<file path="src/rtl/mem_arbiter.sv">
// Main-memory arbiter and block-fill sequencer shared by the I-side fill, D-side fill and D-side stores.
// Define MEM_ARB_FAIR_EN to let a waiting I-side fill win over D-side traffic after any D-side grant.
module mem_arbiter #(
    parameter int MEM_LATENCY = 4,
    parameter int BLOCK_WORDS = 8
) (
    input  logic                           clk,
    input  logic                           rst,
    input  logic                           I_fill_req,
    input  logic [15:0]                    I_fill_addr,
    input  logic                           D_fill_req,
    input  logic [15:0]                    D_fill_addr,
    input  logic                           D_write_req,
    input  logic [15:0]                    D_write_addr,
    input  logic [15:0]                    D_write_data,
    output logic                           mem_en,
    output logic                           mem_wr,
    output logic [15:0]                    mem_addr,
    output logic [15:0]                    mem_data_in,
    input  logic [15:0]                    mem_data_out,
    input  logic                           mem_data_valid,
    output logic [15:0]                    fill_data,
    output logic [$clog2(BLOCK_WORDS)-1:0] fill_word,
    output logic                           I_fill_we,
    output logic                           D_fill_we,
    output logic                           I_fill_done,
    output logic                           D_fill_done,
    output logic                           D_write_done,
    output logic                           busy
);

    localparam int          WORD_BITS   = $clog2(BLOCK_WORDS);
    localparam logic [15:0] OFFSET_MASK = 16'(2 * BLOCK_WORDS - 1);

    typedef enum logic [1:0] {IDLE, WRITE, I_FILL, D_FILL} state_t;

    state_t                 state, next_state;
    logic [WORD_BITS:0]     issue_cnt;
    logic [WORD_BITS-1:0]   recv_cnt;
    logic [15:0]            base;
    logic [MEM_LATENCY-1:0] inflight;
    logic                   in_fill, issue, accept, last_word, turnaround, favour_i;

    // A return is only accepted if this fill issued a read exactly MEM_LATENCY cycles ago,
    // so words still in flight from a transaction killed by reset are dropped.
    assign in_fill    = (state == I_FILL) || (state == D_FILL);
    assign issue      = in_fill && (issue_cnt < (WORD_BITS+1)'(BLOCK_WORDS));
    assign accept     = in_fill && mem_data_valid && inflight[MEM_LATENCY-1];
    assign last_word  = accept && (recv_cnt == WORD_BITS'(BLOCK_WORDS - 1));
    assign turnaround = I_fill_done || D_fill_done || D_write_done;

`ifdef MEM_ARB_FAIR_EN
    logic last_D;
    assign favour_i = last_D;
`else
    assign favour_i = 1'b0;
`endif

    // NOTE: every always_comb output gets a default first so no path can infer a latch.
    always_comb begin
        next_state = state;
        case (state)
            IDLE: begin
                // Requesters still hold their request during the done pulse; ignore it then.
                if (!turnaround) begin
                    if (I_fill_req && favour_i) next_state = I_FILL;
                    else if (D_write_req)       next_state = WRITE;
                    else if (D_fill_req)        next_state = D_FILL;
                    else if (I_fill_req)        next_state = I_FILL;
                end
            end
            WRITE:          next_state = IDLE;
            I_FILL, D_FILL: if (last_word) next_state = IDLE;
            default:        next_state = IDLE;
        endcase
    end

    always_comb begin
        mem_en      = 1'b0;
        mem_wr      = 1'b0;
        mem_addr    = '0;
        mem_data_in = '0;
        if (state == WRITE) begin
            mem_en      = 1'b1;
            mem_wr      = 1'b1;
            mem_addr    = D_write_addr;
            mem_data_in = D_write_data;
        end else if (issue) begin
            mem_en   = 1'b1;
            mem_addr = base | 16'({issue_cnt[WORD_BITS-1:0], 1'b0});
        end
    end

    assign fill_data = accept ? mem_data_out : '0;
    assign fill_word = recv_cnt;
    assign I_fill_we = accept && (state == I_FILL);
    assign D_fill_we = accept && (state == D_FILL);
    assign busy      = (state != IDLE);

    // NOTE: sequential state uses non-blocking assignments so every flop samples pre-edge values.
    always_ff @(posedge clk) begin
        if (rst) begin
            state        <= IDLE;
            issue_cnt    <= '0;
            recv_cnt     <= '0;
            base         <= '0;
            inflight     <= '0;
            I_fill_done  <= 1'b0;
            D_fill_done  <= 1'b0;
            D_write_done <= 1'b0;
`ifdef MEM_ARB_FAIR_EN
            last_D       <= 1'b0;
`endif
        end else begin
            state        <= next_state;
            I_fill_done  <= (state == I_FILL) && last_word;
            D_fill_done  <= (state == D_FILL) && last_word;
            D_write_done <= (state == WRITE);

            inflight[0] <= issue;
            for (int i = 1; i < MEM_LATENCY; i++) inflight[i] <= inflight[i-1];

            if (state == IDLE) begin
                issue_cnt <= '0;
                recv_cnt  <= '0;
                if (next_state == I_FILL)      base <= I_fill_addr & ~OFFSET_MASK;
                else if (next_state == D_FILL) base <= D_fill_addr & ~OFFSET_MASK;
`ifdef MEM_ARB_FAIR_EN
                if (next_state != IDLE) last_D <= (next_state != I_FILL);
`endif
            end else begin
                if (issue)  issue_cnt <= issue_cnt + 1'b1;
                if (accept) recv_cnt  <= recv_cnt + 1'b1;
            end
        end
    end

endmodule

</file>
<file path="config.mk">
export PLATFORM = sky130hd
export DESIGN_NAME = mem_arbiter
export DESIGN_NICKNAME = d
export VERILOG_FILES = /design/src/rtl/mem_arbiter.sv
export SDC_FILE = /design/constraint.sdc
export NUM_CORES = 1
export LEC_CHECK = 0
export ABC_CLOCK_PERIOD_IN_PS = 3700
export BUFFER_PORTS_ARGS = -buffer_cell sky130_fd_sc_hd__buf_4
export CELL_PAD_IN_SITES_DETAIL_PLACEMENT = 0
export CELL_PAD_IN_SITES_GLOBAL_PLACEMENT = 1
export CORE_MARGIN = 2
export CORE_UTILIZATION = 28
export DETAILED_ROUTE_END_ITERATION = 10
export PLACE_DENSITY = 0.95
export SLEW_MARGIN = 15
export SYNTH_ARGS = -nofsm -noshare
export SYNTH_HDL_FRONTEND = slang
export SYNTH_SLANG_ARGS = --single-unit
</file>
<file path="constraint.sdc">
create_clock -name clk -period 3.7 [get_ports clk]
set_input_delay 0.74 -clock clk [delete_from_list [all_inputs] [get_ports clk]]
set_output_delay 0.74 -clock clk [all_outputs]
set_load 0.1 [all_outputs]
</file>
# Yosys cells after proc, flatten, opt, wreduce, memory -nomap -nowiden
# Index checks and enable logic that the tools add are counted.
# Widths: inputs -> output; s select.
# totals
register_bits	32
input_bits	86
out_inout_bits	59
# classes
add_sub_neg	2
order_cmp	1
n_eq_ne	6
mux	15
bitwise_logic	1
reduce_logical	17
# op_table
cell	n
$mux 16	6
$or 16x4->16	1
$mux 2	5
$eq 2x2->1 const B	4
$logic_and 1x1->1	8
$pmux 2 s3	1
$add 4x1->4 const B	1
$lt 4x4->1 const B	1
$reduce_bool 2->1	2
$reduce_or 2->1	2
$add 3x1->3 const B	1
$eq 3x3->1 const B	1
$logic_or 1x1->1	3
$mux 1	3
$eq 2x1->1 const B	1
$logic_not 2->1	1
$reduce_and 2->1	1

# Longest topological paths before layout
# Gate-level depths: netlist (run 1).
# logic_depth
ltp_word	10
depth_mapped	7

# Least setup slack after synthesis (run 1)
# OpenSTA, ideal clock, no wires.
# synth_timing
path_type	reg-to-output
startpoint	register state[1]
endpoint	output mem_data_in[10]
arrival_time_ns	2.677
required_time_ns	2.960
slack_ns	0.283
stages_incl_launch_ff	6
n_path_buf	3
cell_sequence	dfxtp_1 -> buf_6 -> and2b_2 -> clkbuf_1 -> clkbuf_1 -> and2_1
# synth_via
elab_chain_cells	2
# synth_rtl
element	line	rtl
start: declaration	37	state_t state, next_state;
start signal: assignment	115	state <= next_state;
$eq 2x1->1	83	if (state == WRITE) begin
$mux 16	83	
end: declaration	19	output logic [15:0] mem_data_in,
# No other way between the ends.

# Worst setup path after layout (run 1)
# layout_timing
startpoint	register state[1]
endpoint	output mem_en
# layout_via
elab_chain_cells	5
word_cells_on_any_way	7
classes_between	3 x eq/ne; 2 x mux; 2 x reduce/logical
# layout_rtl
element	line	rtl
$eq 2x2->1	46	assign in_fill = (state == I_FILL) || (state == D_FILL);
$logic_or 1x1->1	46	
$logic_and 1x1->1	47	assign issue = in_fill && (issue_cnt < (WORD_BITS+1)'(BLOCK_WORDS));
$mux 1	88	end else if (issue) begin
$mux 1 *	83	
end: declaration	16	output logic mem_en,
# Every way passes the cells marked *; elsewhere a longest branch is shown, timed or not.

==> summary.txt, run 1 <==
Critical path
  • Slack of the worst reg-to-reg path: 1.62 ns
  • Reg2reg start: state[1]
  • Crit-path slowest cell: dfxtp_1
  • FF-to-FF path depth: 4
  • CP Data Arrival Time: 1.86 ns
  • Worst Path Max Fanout: 35
  • Crit-path max cell delay: 0.51 ns
  • Setup CP Type: reg -> out
  • Worst Path Required: 2.96 ns
  • Critical path launch point type: flop
  • Worst R2R End: base[7]
  • CP endpoint kind: output pin
  • Worst-path cell chain: and2b_2, or2_2, buf_4

Floorplanning
  • Total core area: 0.005921 mm²
  • DIE WIDTH: 82.33 µm
  • Die Span Y: 82.33 µm
  • Num rows: 28
  • Starting Density: 29.02%
  • Boundary Pins: 145
  • Die area: 0.006778 mm²

Timing
  • Max Transition Viols Final: 0
  • Min Hold Slack: 0.4421 ns
  • Clk_skew: 0.007972 ns
  • Final min period: 2.600 ns
  • Final worst-path cycle share: 70.27%
  • Worst Tran Pin Value: 1.045 ns
  • Slew headroom: 30.15%
  • Final hold vios: 0
  • RSZ-0062 raised after global routing: no
  • Final setup viols: 0
  • F_max: 0.3846 GHz
  • Total negative setup slack: 0 ns

GRT
  • Overflow after GRT: 0
  • Vias in the first global route: 1,664
  • Global-route wire length before repair: 7.514 mm
  • Overall Global Routing Usage: 14.19%
  • Antenna violations before repair: 0
  • Largest net degree at the start of global routing: 36

CTS
  • Number of post-CTS setup repair buffers: 0
  • Clk Latency, worst-skew pair: 0.28 ns
  • H-tree levels: 1
  • Hold-fix buffer count after cts: 0
  • Clock Pin Slew Worst Setup and Hold Paths: 0.10 ns
  • CTS tree: built
  • Resize count post-CTS: 0
  • Num CTS Buffers: 3
  • Clk sinks: 28
  • Root Driver: clkbuf_8
  • Max Root-Sink Buffers: 2

Place
  • I/O Buffers: 136
  • HPWL Detailed: 4.039 mm
  • Placed Cells: 385
  • Global placement routability congestion: 0.7276

Cells and area
  • Antenna Cells: 0
  • Layout cells sized above 1: 51.27%
  • Layout net count: 404
  • Fin util: 46.62%
  • Multi-input logic area: 0.001026 mm²
  • Area grow syn2layout: 60.67%
  • Final non-filler cell total: 389
  • Filler cells: 596
  • Storage cell area: 560.5 µm²

Synth
  • Synth unique cells: 33
  • Syn avg cell area: 8.947 µm²
  • Main synth FF type: dfxtp_1
  • Post-synth EDFFs: 0
  • Post-Syn Instances: 192
  • Ys Warns: 0
  • Synthesized flop and latch total: 28
  • Mapped Nets: 281
  • Cell area after synthesis: 0.001718 mm²
  • Async S/R FF share, synth: 0%
  • Seq/Total Area, Yosys: 32.63%

Job
  • Maxcap violations: 0

Routing
  • Drt first pass iters: 4
  • Routed wire per std cell: 13.60 µm
  • Iter 0 DRT Violations: 67
  • Total Routed Length: 5.291 mm
  • Final antenna-violating net count: 0
  • Vias post-DR: 1,842
  • Via-to-Cell Ratio: 4.735
  • DRC: 0

Power
  • Peak supply drop: 0.2436 mV
  • Leakage: 1.349 nW
  • Pwr dens: 395.7 mW/mm²

Worst hold path
  • Hold Crit Class: reg -> reg
  • Hold Crit Start: inflight[0]
  • Endpoint, Worst Hold: inflight[1]
  • Worst hold path stage count: 1

Outcome
  • Status: complete, no violations
[metrics by stage]
stage                     setup slack (ns)  power, mW  area (µm²)
after floorplan                     0.2835     0.7821        1718
after global placement               1.301     0.9062        2705
after detailed placement             1.283     0.9105        2705
after CTS                            1.073      1.104        2760
after global routing                0.9791      1.145        2760
final                                1.100      1.092        2760
[layout by cell type (no fill, tap or decap), types with 3 or more instances in the layout]
master,instances
dfxtp_1,28
ha_1,3
nand2_1,7
o21bai_1,12
and2_1,34
clkbuf_8,4
a211oi_2,10
nor4_1,13
a22o_1,15
nor2_1,20
buf_4,136
nor2b_1,6
a21oi_1,3
[cell usage after synthesis (2+ instances only)]
library cell  instances  area (µm²)
and2b_2               2       17.52
a22o_1               15       131.4
nor4_1               13       81.33
nand2_1               7       26.28
and3_2                2       15.01
nor2_1               20       75.07
ha_1                  3       37.54
buf_6                 2       22.52
nand3_1               2       10.01
a211oi_2             10       125.1
xnor2_1               2       17.52
nor2b_1               6       37.54
a211oi_1              2       15.01
and2_1               34       212.7
clkbuf_1             11       41.29
dfxtp_1              28       560.5
clkbuf_8              3       41.29
o21bai_1             12       90.09
a21oi_1               3       15.01
or2_2                 2       12.51
[cell families after synthesis]
family / share of synthesized area [%]
AO/OA/AOI/OAI: 23.74
AND/OR/NAND/NOR: 31.68
buffers and inverters: 7.647
multiplexers: 0.5827
flip-flops: 32.63
adder cells (fa/ha/maj): 2.185
XOR/XNOR: 1.530
[how the worst max path moves through the flow]
| stage | to | start | slack, ns |
|---|---|---|---|
| after floorplan | mem_data_in[10] | state[1] | 0.28 |
| after global placement | D_fill_we | mem_data_valid | 1.30 |
| after detailed placement | D_fill_we | mem_data_valid | 1.28 |
| after CTS | mem_addr[7] | state[1] | 1.07 |
| after global routing | mem_addr[12] | state[1] | 0.98 |
| final | mem_en | state[1] | 1.10 |
[flip-flops by register name, summed over array words and instances (netlist names)]
register,flops
D_fill_done,1
D_write_done,1
I_fill_done,1
base,12
fill_word,3
inflight,4
issue_cnt,4
state,2
[final cells by class]
cell class,count,area share [%]
tap,75,3.400
inverter,1,0.1360
timing repair buffer,136,36.99
clock buffer,4,1.995
sequential,28,20.31
multi-input combinational,145,37.17
[routing by layer]
| metal | global-route usage, % | part of all wire (%) | vias to the layer above |
|---|---|---|---|
| met1 | 16.90 | 41 | 839 |
| met2 | 26.61 | 50 | 77 |
| li1 | - | - | 924 |
| met5 | 0 | 0 | - |
| met3 | 3.043 | 9.1 | 2 |
| met4 | 1.667 | 0.30 | 0 |
[worst max-delay path, delay by kind of cell, from the launching register on]
family / cells / cell delay [ns]
DFF: 1 / 0.51
and+or+nand+nor: 2 / 0.82
buffers and inverters: 1 / 0.23
[power by group]
| part | leakage, nW | switching [mW] | internal (mW) |
|---|---|---|---|
| combinational | 1.09 | 0.400 | 0.160 |
| sequential | 0.229 | 0.0170 | 0.323 |
| clock | 0.0288 | 0.0966 | 0.0953 |
(Power assumes the default switching activity.)
==> run 2, diff against run 1 <==
--- a/config.mk
+++ b/config.mk
@@ -5,14 +5,14 @@
 export SDC_FILE = /design/constraint.sdc
 export NUM_CORES = 1
 export LEC_CHECK = 0
-export ABC_CLOCK_PERIOD_IN_PS = 3700
+export ABC_CLOCK_PERIOD_IN_PS = 2350
 export BUFFER_PORTS_ARGS = -buffer_cell sky130_fd_sc_hd__buf_4
 export CELL_PAD_IN_SITES_DETAIL_PLACEMENT = 0
 export CELL_PAD_IN_SITES_GLOBAL_PLACEMENT = 1
 export CORE_MARGIN = 2
-export CORE_UTILIZATION = 28
+export CORE_UTILIZATION = 23
 export DETAILED_ROUTE_END_ITERATION = 10
-export PLACE_DENSITY = 0.95
+export PLACE_DENSITY = 0.87
 export SLEW_MARGIN = 15
 export SYNTH_ARGS = -nofsm -noshare
 export SYNTH_HDL_FRONTEND = slang
==> constraint.sdc (replaced) <==
create_clock -name clk -period 2.35 [get_ports clk]
set_input_delay 0.47 -clock clk [delete_from_list [all_inputs] [get_ports clk]]
set_output_delay 0.47 -clock clk [all_outputs]
set_load 0.1 [all_outputs]
==> run 2 against run 1 <==
Compared with the run above: critical endpoint is now D_fill_we; final cell count rose by 6.7%; register-to-register slack worse by 1.1 ns; sequential share of layout area fell by 0.51 points; first-iteration DRC count is 48% lower; count of clock-buffer cells in the layout is the same; setup slack worse by 0.96 ns; wire length is 3.4% higher.
==> summary.txt, run 2 (synthesis results as in run 1) <==
Outcome
  • Status: complete, no violations

GRT
  • Overflow after GRT: 0 (unchanged)
  • Global routing's busiest layer: met2
  • Largest net degree at the start of global routing: 36 (unchanged)
  • Vias in the first global route: 1,736 (+4.3%)
  • Antenna violations before repair: 0 (unchanged)
  • Grt met3 use: 3.005% (-0.038 points)
  • Met1 Use GR: 15.47% (-1.4 points)
  • Global-route wire length before repair: 8.562 mm (+14%)
  • Met2 Track Usage GR: 22.06% (-4.6 points)
  • Overall Global Routing Usage: 12.68% (-1.5 points)

CTS
  • H-tree levels: 1 (unchanged)
  • CTS tree: built
  • Clock Pin Slew Worst Setup and Hold Paths: 0.10 ns (about the same)
  • Root Driver: clkbuf_8
  • Clk Latency, worst-skew pair: 0.28 ns (about the same)
  • Clk sinks: 28 (unchanged)
  • Num CTS Buffers: 3 (unchanged)
  • Max Root-Sink Buffers: 2 (unchanged)
  • Number of post-CTS setup repair buffers: 0 (unchanged)

Floorplanning
  • DIE WIDTH: 90.43 µm (+9.8%)
  • Die Span Y: 90.43 µm (+9.8%)
  • Total core area: 0.007253 mm² (+23%)
  • Boundary Pins: 145 (unchanged)
  • Die area: 0.008177 mm² (+21%)
  • Starting Density: 23.68% (-5.3 points)
  • Num rows: 31 (+11%)

Place
  • Global placement routability congestion: 0.7029 (-3.4%)
  • DP Area: 0.002774 mm² (+2.5%)
  • I/O Buffers: 136 (unchanged)
  • Placed Cells: 411 (+6.8%)
  • Pre-CTS setup slack: 0.2575 ns (-1.025 ns)
  • HPWL Detailed: 4.253 mm (+5.3%)

Timing
  • Final worst-path cycle share: 94.01%
  • Final setup viols: 0 (unchanged)
  • Final min period: 2.209 ns
  • Worst Tran Pin Value: 0.8664 ns (-0.1783 ns)
  • Clk_skew: 0.008455 ns (+0.0004837 ns)
  • Setup slack after layout: 0.1407 ns (-0.9592 ns)
  • Max Transition Viols Final: 0 (unchanged)
  • RSZ-0062 raised after global routing: no
  • F_max: 0.4526 GHz
  • Min Hold Slack: 0.4459 ns (+0.003852 ns)
  • Final hold vios: 0 (unchanged)
  • Total negative setup slack: 0 ns (unchanged)
  • Slew headroom: 42.07% (+12 points)

Routing
  • Iter 0 DRT Violations: 35 (-48%)
  • Routed wire per std cell: 13.18 µm (-3.1%)
  • DRC: 0 (unchanged)
  • Drt first pass iters: 4 (unchanged)
  • Final antenna-violating net count: 0 (unchanged)
  • Vias post-DR: 1,834 (-0.43%)
  • Via-to-Cell Ratio: 4.419 (-6.7%)
  • Total Routed Length: 5.470 mm (+3.4%)

Cells and area
  • Layout net count: 406 (+0.50%)
  • Layout cells sized above 1: 57.59% (+6.3 points)
  • Most common cell after layout, fill and taps aside: buf_4
  • Filler cells: 717 (+20%)
  • Final non-filler cell total: 415 (+6.7%)
  • Post-Layout Inst Area: 0.002831 mm² (+2.6%)
  • Antenna Cells: 0 (unchanged)
  • Fin util: 39.04% (-7.6 points)
  • Largest Register: base
  • Area grow syn2layout: 64.82%
  • Number of flip-flops in the largest register: 12 (unchanged)
  • Largest regs: base: 12 flops, inflight: 4 flops, issue_cnt: 4 flops
  • Most frequent cells in the layout: buf_4 (138), dfxtp_1 (28), and2_1 (25)

Critical path
  • Worst-path cell chain: and3_2, and2_1, buf_4
  • Setup CP Type: reg -> out
  • CP Data Arrival Time: 1.74 ns (-0.12 ns)
  • CP endpoint kind: output pin
  • Crit-path slowest cell: dfxtp_1
  • Critical path launch point type: flop
  • Worst Path Max Fanout: 20 (-43%)
  • Worst Path Required: 1.88 ns (-1.08 ns)
  • Crit-path max cell delay: 0.53 ns (+0.02 ns)
  • CP Buf/Inv Count: 1 (unchanged)
  • Crit path max-delay family: simple AND/OR/NAND/NOR gates

Power
  • Sequential Power Share: 30.9% (-0.3 points)
  • Comb pwr share: 51.8% (+0.5 points)
  • Clk pwr share: 17.3% (-0.3 points)
  • Leakage: 1.369 nW (+1.5%)
  • Sw frac: 46.57% (-0.43 points)
  • Switching power total: 807.5 µW (+57%)
  • Internal Power: 926.6 µW (+60%)
  • Tot Pwr: 1.734 mW (+59%)
  • Pwr dens: 612.4 mW/mm² (+55%)
  • Peak supply drop: 0.2693 mV (+11%)

Job
  • Maxcap violations: 0 (unchanged)

Worst hold path
  • Hold Crit Class: reg -> reg
run 2: cell count changes in the layout (fill, tap and decap cells not counted):
cell / before / now
and2_2: 0 / 9
and2b_4: 0 / 2
a22o_2: 0 / 10
buf_4: 136 / 138
and2b_2: 2 / 0
and2_1: 34 / 25
a22o_1: 15 / 5
run 2: power groups by stage:
stage	combinational (mW)	sequential (mW)	clock [mW]
floorplan	0.695	0.545	0
CTS	0.903	0.537	0.325
global route	0.940	0.541	0.337
finish	0.897	0.536	0.300
global placement	0.895	0.546	0
detailed placement	0.900	0.548	0
run 2: repair_timing:
action                                  in CTS  in global routing
hold buffers                                 0                  0
endpoints found under the setup margin       1                 16
pin swaps                                    0                  0
gates cloned                                 0                  0
gates resized for setup                      1                  1
run 2: final timing paths:
| path | from | to | slack (ns) | depth (start not counted) |
|---|---|---|---|---|
| setup / recovery | state[1] | D_fill_we | 0.14 | 3 |
| hold / removal | inflight[2] | inflight[3] | 0.45 | 1 |
| setup reg to reg | D_fill_done | base[5] | 0.49 | 4 |
| hold reg to reg | inflight[2] | inflight[3] | 0.45 | 1 |
run 2: worst reg2reg max path, delay by kind of cell, from the launching register on:
family / cells / cell delay (ns)
flip-flops: 1 / 0.37
AND/OR/NAND/NOR: 2 / 0.87
AO/OA/AOI/OAI: 2 / 0.51
run 2: area by class of cell:
cell class	count	area [µm²]	area share, %
clock buffer	4	55.05	1.944
inverter	1	3.754	0.1326
multi-input combinational	145	1052	37.16
sequential	28	560.5	19.80
tap	99	123.9	4.375
timing repair buffer	138	1036	36.59
run 2: per-layer routing:
| metal | vias up | part of all wire [%] |
|---|---|---|
| met5 | - | 0 |
| met4 | 0 | 0.69 |
| met3 | 2 | 6.7 |
| met2 | 77 | 51 |
| met1 | 829 | 42 |
| li1 | 926 | - |
